--- src/rtl/cmp_serial_if.sv ---
// cmp_serial_if: start/done compare handshake with operands and registered results
// Macro: none. The master drives start, is_signed, a and b; the slave returns
// busy, done, greater, less and equal.
interface cmp_serial_if #(parameter int WIDTH = 16);
  logic start;
  logic is_signed;
  logic [WIDTH-1:0] a;
  logic [WIDTH-1:0] b;
  logic busy;
  logic done;
  logic greater;
  logic less;
  logic equal;
  modport master (output start, is_signed, a, b, input busy, done, greater, less, equal);
  modport slave (input start, is_signed, a, b, output busy, done, greater, less, equal);
endinterface

--- src/rtl/cmp_serial.sv ---
// cmp_serial: multi-cycle MSB-chunk-first magnitude comparator, unsigned or two's complement
// Ports: clk, rst_n (async active-low), bus (cmp_serial_if.slave: start/is_signed/a/b in,
// busy/done/greater/less/equal out).
// Macro CMP_SERIAL_EARLY_EXIT_EN: stop at the first differing chunk instead of scanning all chunks.
module cmp_serial #(
  parameter int WIDTH = 16,
  parameter int CHUNK = 2
) (
  input logic clk,
  input logic rst_n,
  cmp_serial_if.slave bus
);
  localparam int NCHUNK = WIDTH / CHUNK;
  localparam int IW = $clog2(NCHUNK);
  typedef enum logic [1:0] {IDLE, RUN, DONE} state_t;
  state_t state, state_d;
  logic [WIDTH-1:0] a_r, b_r;
  logic sgn;
  logic [IW-1:0] idx;
  logic gt_s, lt_s;
  logic [CHUNK-1:0] msk, ca, cb;
  logic c_gt, c_lt, new_gt, new_lt, finish, accept;
  // Operands shift left each RUN cycle, so the chunk under test is always the top one.
  // Flipping the sign bit of the top chunk turns a signed compare into an unsigned one.
  always_comb begin
    accept = bus.start && state != RUN;
    msk = CHUNK'(sgn && idx == IW'(NCHUNK - 1)) << (CHUNK - 1);
    ca = a_r[WIDTH-1 -: CHUNK] ^ msk;
    cb = b_r[WIDTH-1 -: CHUNK] ^ msk;
    c_gt = ca > cb;
    c_lt = ca < cb;
    new_gt = gt_s || (!lt_s && c_gt);
    new_lt = lt_s || (!gt_s && c_lt);
`ifdef CMP_SERIAL_EARLY_EXIT_EN
    finish = idx == '0 || c_gt || c_lt;
`else
    finish = idx == '0;
`endif
    state_d = accept ? RUN : state == RUN ? (finish ? DONE : RUN) : IDLE;
  end
  always_ff @(posedge clk or negedge rst_n)
    if (!rst_n) state <= IDLE;
    else state <= state_d;
  always_ff @(posedge clk or negedge rst_n) begin
    if (!rst_n) begin
      a_r <= '0;
      b_r <= '0;
      sgn <= 1'b0;
      idx <= '0;
      gt_s <= 1'b0;
      lt_s <= 1'b0;
      bus.greater <= 1'b0;
      bus.less <= 1'b0;
      bus.equal <= 1'b0;
    end else if (accept) begin
      a_r <= bus.a;
      b_r <= bus.b;
      sgn <= bus.is_signed;
      idx <= IW'(NCHUNK - 1);
      gt_s <= 1'b0;
      lt_s <= 1'b0;
      bus.greater <= 1'b0;
      bus.less <= 1'b0;
      bus.equal <= 1'b0;
    end else if (state == RUN) begin
      a_r <= a_r << CHUNK;
      b_r <= b_r << CHUNK;
      idx <= idx - 1'b1;
      gt_s <= new_gt;
      lt_s <= new_lt;
      if (finish) begin
        bus.greater <= new_gt;
        bus.less <= new_lt;
        bus.equal <= !(new_gt || new_lt);
      end
    end
  end
  assign bus.busy = state == RUN;
  assign bus.done = state == DONE;
endmodule

--- src/flat_wrapper.sv ---
// flat-port wrapper written by rule: the top's interface ports become plain ports
module cmp_serial_flat 
#(
  parameter int WIDTH = 16,
  parameter int CHUNK = 2
)
  (clk, rst_n, bus_start, bus_is_signed, bus_a, bus_b, bus_busy, bus_done, bus_greater, bus_less, bus_equal);
  cmp_serial_if #(.WIDTH(WIDTH)) bus_i ();
  input logic clk;
  input logic rst_n;
  input wire logic [$bits(bus_i.start)-1:0] bus_start;
  input wire logic [$bits(bus_i.is_signed)-1:0] bus_is_signed;
  input wire logic [$bits(bus_i.a)-1:0] bus_a;
  input wire logic [$bits(bus_i.b)-1:0] bus_b;
  output wire logic [$bits(bus_i.busy)-1:0] bus_busy;
  output wire logic [$bits(bus_i.done)-1:0] bus_done;
  output wire logic [$bits(bus_i.greater)-1:0] bus_greater;
  output wire logic [$bits(bus_i.less)-1:0] bus_less;
  output wire logic [$bits(bus_i.equal)-1:0] bus_equal;
  assign bus_i.start = bus_start;
  assign bus_i.is_signed = bus_is_signed;
  assign bus_i.a = bus_a;
  assign bus_i.b = bus_b;
  assign bus_busy = bus_i.busy;
  assign bus_done = bus_i.done;
  assign bus_greater = bus_i.greater;
  assign bus_less = bus_i.less;
  assign bus_equal = bus_i.equal;
  cmp_serial #(.WIDTH(WIDTH), .CHUNK(CHUNK)) u_core (.clk(clk), .rst_n(rst_n), .bus(bus_i));
endmodule
--- config.mk ---
export PLATFORM = sky130hd
export DESIGN_NAME = cmp_serial_flat
export DESIGN_NICKNAME = d
export VERILOG_FILES = /design/src/rtl/cmp_serial_if.sv /design/src/rtl/cmp_serial.sv /design/src/flat_wrapper.sv
export SDC_FILE = /design/constraint.sdc
export NUM_CORES = 1
export LEC_CHECK = 0
export ABC_AREA = 1
export ABC_CLOCK_PERIOD_IN_PS = 1700
export CORE_MARGIN = 4
export CORE_UTILIZATION = 50
export DETAILED_ROUTE_END_ITERATION = 6
export GPL_TIMING_DRIVEN = 0
export PLACE_DENSITY = 0.85
export RECOVER_POWER = 25
export SLEW_MARGIN = 20
export SYNTH_ARGS = -nofsm -noshare
export SYNTH_HDL_FRONTEND = slang
export SYNTH_SLANG_ARGS = --single-unit
--- constraint.sdc ---
create_clock -name clk -period 1.7 [get_ports clk]
set_clock_uncertainty 0.05 [all_clocks]
set_input_delay 0.34 -clock clk [delete_from_list [all_inputs] [get_ports clk]]
set_output_delay 0.34 -clock clk [all_outputs]
set_load 0.05 [all_outputs]
Word-level counts from Yosys, hierarchy flattened
Index checks and enable logic that the tools add are counted.
- word-level logic and storage cells: 55
- memory bits (writable): 0
- bits in latches: 0
- memory bits (read-only): 0
- input port bits: 36
- output and inout bits: 5
- bits in registers: 43
- memories: 0
- div/mod/pow operators: 0
- reductions and logical operators: 14
- equal/unequal tests: 4
- shift-type cells: 0
- multiplexer cells: 22
- $lt $le $gt $ge: 2
- bitwise gates (word level): 2
- multipliers: 0
- add/sub/neg operators: 1
- operators with widths (cell ; number):
    $mux 16 ; 4
    $mux 1 ; 13
    $mux 2 ; 3
    $mux 3 ; 2
    $logic_and 1x1->1 ; 4
    $reduce_bool 2->1 ; 2
    $xor 2x2->2 ; 2
    $eq 3x3->1 const B ; 1
    $logic_not 1->1 ; 3
    $logic_not 3->1 ; 1
    $logic_or 1x1->1 ; 3
    $sub 3x1->3 const B ; 1
    $eq 2x1->1 const B ; 1
    $eq 2x2->1 const B ; 1
    $gt 2x2->1 ; 1
    $lt 2x2->1 ; 1
    $ne 2x1->1 const B ; 1
    $reduce_and 2->1 ; 1

Logic depth before layout (Yosys ltp)
- depth after elaboration: 11
- mapped depth: 8
- depth with buffers taken out: 8

Least setup slack after synthesis
No wires, ideal clock.
- path kind: reg-to-output
- from: register u_core.state[0]
- to: output port bus_done
- data arrival time: 1.061 ns
- buffers on the path: 0
- setup slack: 0.249 ns
- stages on the path, launching flop included: 2
- required time: 1.310 ns
- cells stage by stage: dfrtp_1 > nor2_1
- cells in the longest elaborated chain, start to end: 1
- RTL lines (item ; line ; source):
    from (decl) ; cmp_serial.sv:16 ; state_t state, state_d;
    from (signal assigned) ; cmp_serial.sv:43 ; else state <= state_d;
    $eq 2x2->1 ; cmp_serial.sv:79 ; assign bus.done = state == DONE;
    to (decl) ; flat_wrapper.sv:16 ; output wire logic [$bits(bus_i.done)-1:0] bus_done;
No other way between the ends.

Worst setup path after layout
- from: register u_core.state[1]
- to: output port bus_busy
- cells in the longest elaborated chain, start to end: 1
- RTL lines (item ; line ; source):
    $eq 2x1->1 ; cmp_serial.sv:78 ; assign bus.busy = state == RUN;
    to (decl) ; flat_wrapper.sv:15 ; output wire logic [$bits(bus_i.busy)-1:0] bus_busy;
No other way between the ends.

==> key figures <==
Run status
  • Status: finished, final reports clean

Floorplanning
  • Starting Density: 52.64%
  • Row count: 22
  • DIE WIDTH: 70.78 um
  • Full die area: 0.005010 mm^2
  • Boundary Pins: 41
  • Die Y: 70.78 um
  • Total core area: 0.003744 mm^2

Worst hold path
  • HP Class: reg -> reg
  • Worst Hold Depth: 2
  • Hold Path End: u_core.a_r[11]
  • Min-delay src: u_core.a_r[9]

Clocking
  • Register clock-pin slew on the reported worst setup and hold paths: 70 ps
  • Sink Count: 43
  • Clk_lat worst skew: 290 ps
  • CTS Root Cell: clkbuf_8
  • Post-CTS Setup Repair Bufs: 0
  • Clock Path Buffers: 2
  • Number of CTS-inserted buffers: 5
  • CTS tree: yes
  • H-tree depth: 2

STA
  • Fmax: 616.2 MHz
  • Final period util: 95.46%
  • Min Tclk post-route: 1623 ps
  • Unrepaired setup endpoints after global routing: false
  • WHS: 464.0 ps
  • Setup slack after layout: 77.10 ps
  • Fin. max-slew vios: 0
  • Final Setup Violations: 0
  • Worst slew pin tran: 659.8 ps
  • Relative slew slack: 56.01%
  • Final Hold Vio Count: 0

Critical path
  • Max stage delay on crit path: 370 ps
  • R2r startpoint: u_core.idx[0]
  • Slowest CP cell: dfrtp_1
  • Crit end category: primary output
  • Worst Path Max Fanout: 10
  • CP Data Arrival Time: 1230 ps
  • CP cell instances: inv_2 > nand2_4 > inv_4 > buf_6 > buf_8
  • CP Class: reg -> out
  • Worst r2r path cells: 6
  • R2R Setup Slk: 310 ps
  • Worst EP required: 1310 ps
  • CP Launch Point: u_core.state[1]
  • Reg-to-Reg End: u_core.bus.equal
  • Worst Setup Start Kind: register

Synth
  • Top cells by area, synth: dfrtp_1 55%, nand2_1 12%, o221ai_1 6.7%
  • Mapped Nets: 252
  • Cell count after synthesis: 212
  • Synth cell count leaders: 64 x nand2_1, 43 x dfrtp_1, 33 x inv_1
  • EDFF count, synth: 0
  • Synth top area share: 54.60%
  • Top FF cell, synth: dfrtp_1
  • Syn Area/Cell: 9.295 um^2
  • Post-synthesis register bit count: 43
  • Mapped Area: 0.001971 mm^2
  • Synth area leader: dfrtp_1
  • Post-synthesis sequential area ratio: 54.60%
  • Cell variety after synth: 24
  • Ys async rst share: 100.0%
  • Synth warn: 0
  • Most common cell in the synthesized netlist: nand2_1

Power and ir drop
  • Internal: 2358 uW
  • Power share of the clock group: 15.8%
  • Sequential share of power: 40.8%
  • Tot Pwr: 3903 uW
  • Pwr Density: 1532 mW/mm^2
  • Part of the power in combinational logic: 43.4%
  • Leak: 0.001165 uW
  • Max rail drop VDD: 829.5 uV
  • Psw: 1545 uW
  • Sw Share: 39.59%

Place
  • RD Place Congestion: 0.8230
  • DP HPWL: 3083 um
  • Input/output buffers: 40
  • Worst Setup Slack post-DPL: -409.0 ps

Route
  • Drt drc: 0
  • Met3 wire length: 261 um
  • Routed length per instance: 13.58 um
  • Top routing layer used: met4
  • Detailed router's first-iteration violation count: 76
  • Met1 WL: 1891 um
  • Antenna violation net count after detailed routing: 0
  • DR vias: 1599
  • Metal2 WL: 2035 um
  • Final wirelength: 4211 um
  • 1st-pass router iterations: 4
  • DR vias/cell: 5.158

Flow run
  • Max Cap Viol: 0

Global routing
  • Initial antenna violation count: 0
  • GR Overflow Total: 0
  • First-pass GRT wire length: 6969 um
  • Vias in the first global route: 1576
  • Largest net degree at the start of global routing: 34
  • Total Routing Usage GR: 17.66%

Finish
  • Share of layout cells above drive strength 1: 9.542%
  • Layout Nets: 301
  • Final antenna diode count: 0
  • P&R area growth vs syn: 29.27%
==> layout by cell type, fill, tap and decap left out, drive strengths merged, types with 4 or more instances in the layout <==
cell type,count
buf,9
clkbuf,9
clkdlybuf4s50,34
dfrtp,43
ha,4
inv,37
nand2,67
nand3,9
o211ai,11
o21ai,8
o221ai,15
==> final cells by class <==
| cell class | instances | area [um^2] |
|---|---|---|
| repair buffers | 42 | 426.7 |
| clock inverters | 1 | 5.005 |
| fillers | 297 | 1196 |
| multi-input cells | 124 | 695.7 |
| well taps | 48 | 60.06 |
| clock buffers | 7 | 76.32 |
| plain buffers | 8 | 66.31 |
| inverters | 37 | 141.4 |
| flip-flops and latches | 43 | 1076 |
==> critical path, delay by kind of cell (launching register included) <==
kind	cells	cell delay [ps]
buffers and inverters	4	480
DFF	1	370
and+or+nand+nor	1	90
==> flip-flops by register name (all words and copies together) (netlist names) <==
| register | cells |
|---|---|
| u_core.a_r | 16 |
| u_core.b_r | 16 |
| u_core.bus.equal | 1 |
| u_core.bus.greater | 1 |
| u_core.bus.less | 1 |
| u_core.gt_s | 1 |
| u_core.idx | 3 |
| u_core.lt_s | 1 |
| u_core.sgn | 1 |
| u_core.state | 2 |
==> layer usage <==
layer,vias up,GRT usage (%)
met2,46,28.84
met3,3,6.108
met4,0,3.967
li1,794,-
met5,-,0
met1,756,22.82
==> how the worst max path moves through the flow <==
| stage | end | slack, ps | cells past startpoint |
|---|---|---|---|
| floorplan | bus_done | 250 | 1 |
| global placement | u_core.b_r[10] | -860 | 1 |
| CTS | bus_busy | 4 | 5 |
| finish | bus_busy | 80 | 5 |
| global route | bus_busy | 6 | 5 |
| detailed placement | bus_busy | -410 | 5 |
==> power groups by stage <==
stage / Sequential, uW / Combinational (uW) / Clock [uW]
after floorplan: 1640 / 1140 / 0
after global placement: 1600 / 1610 / 0
after detailed placement: 1610 / 1660 / 0
after CTS: 1590 / 1680 / 630
after global routing: 1630 / 1880 / 678
final: 1590 / 1690 / 616
==> per-stage QoR <==
stage               cell area, um^2  setup TNS (ps)  util, %  instances
finish                         2547               0    68.05        310
global route                   2547               0    68.05        310
CTS                            2542               0    67.91        310
global placement               2431          -37140    64.94        300
floorplan                      1971               0        -        212
detailed placement             2446          -409.0    65.34        301
==> kinds of logic (layout without fill, tap and decap cells) <==
family / Yosys count / after routing / share of synthesized area [%]
compound gates: 38 / 38 / 14.29
fa+ha+maj: 4 / 4 / 2.540
flops: 43 / 43 / 54.60
simple gates: 82 / 82 / 18.48
buf+inv: 45 / 95 / 10.09
==> what timing repair did <==
item | in CTS | in global routing
gates resized for setup | 15 | 2
hold buffers | 1 | 0
endpoints found under the setup margin | 5 | 1
endpoints found under the hold margin | 10 | 0
Note: power is estimated with default switching activity, not from simulation.
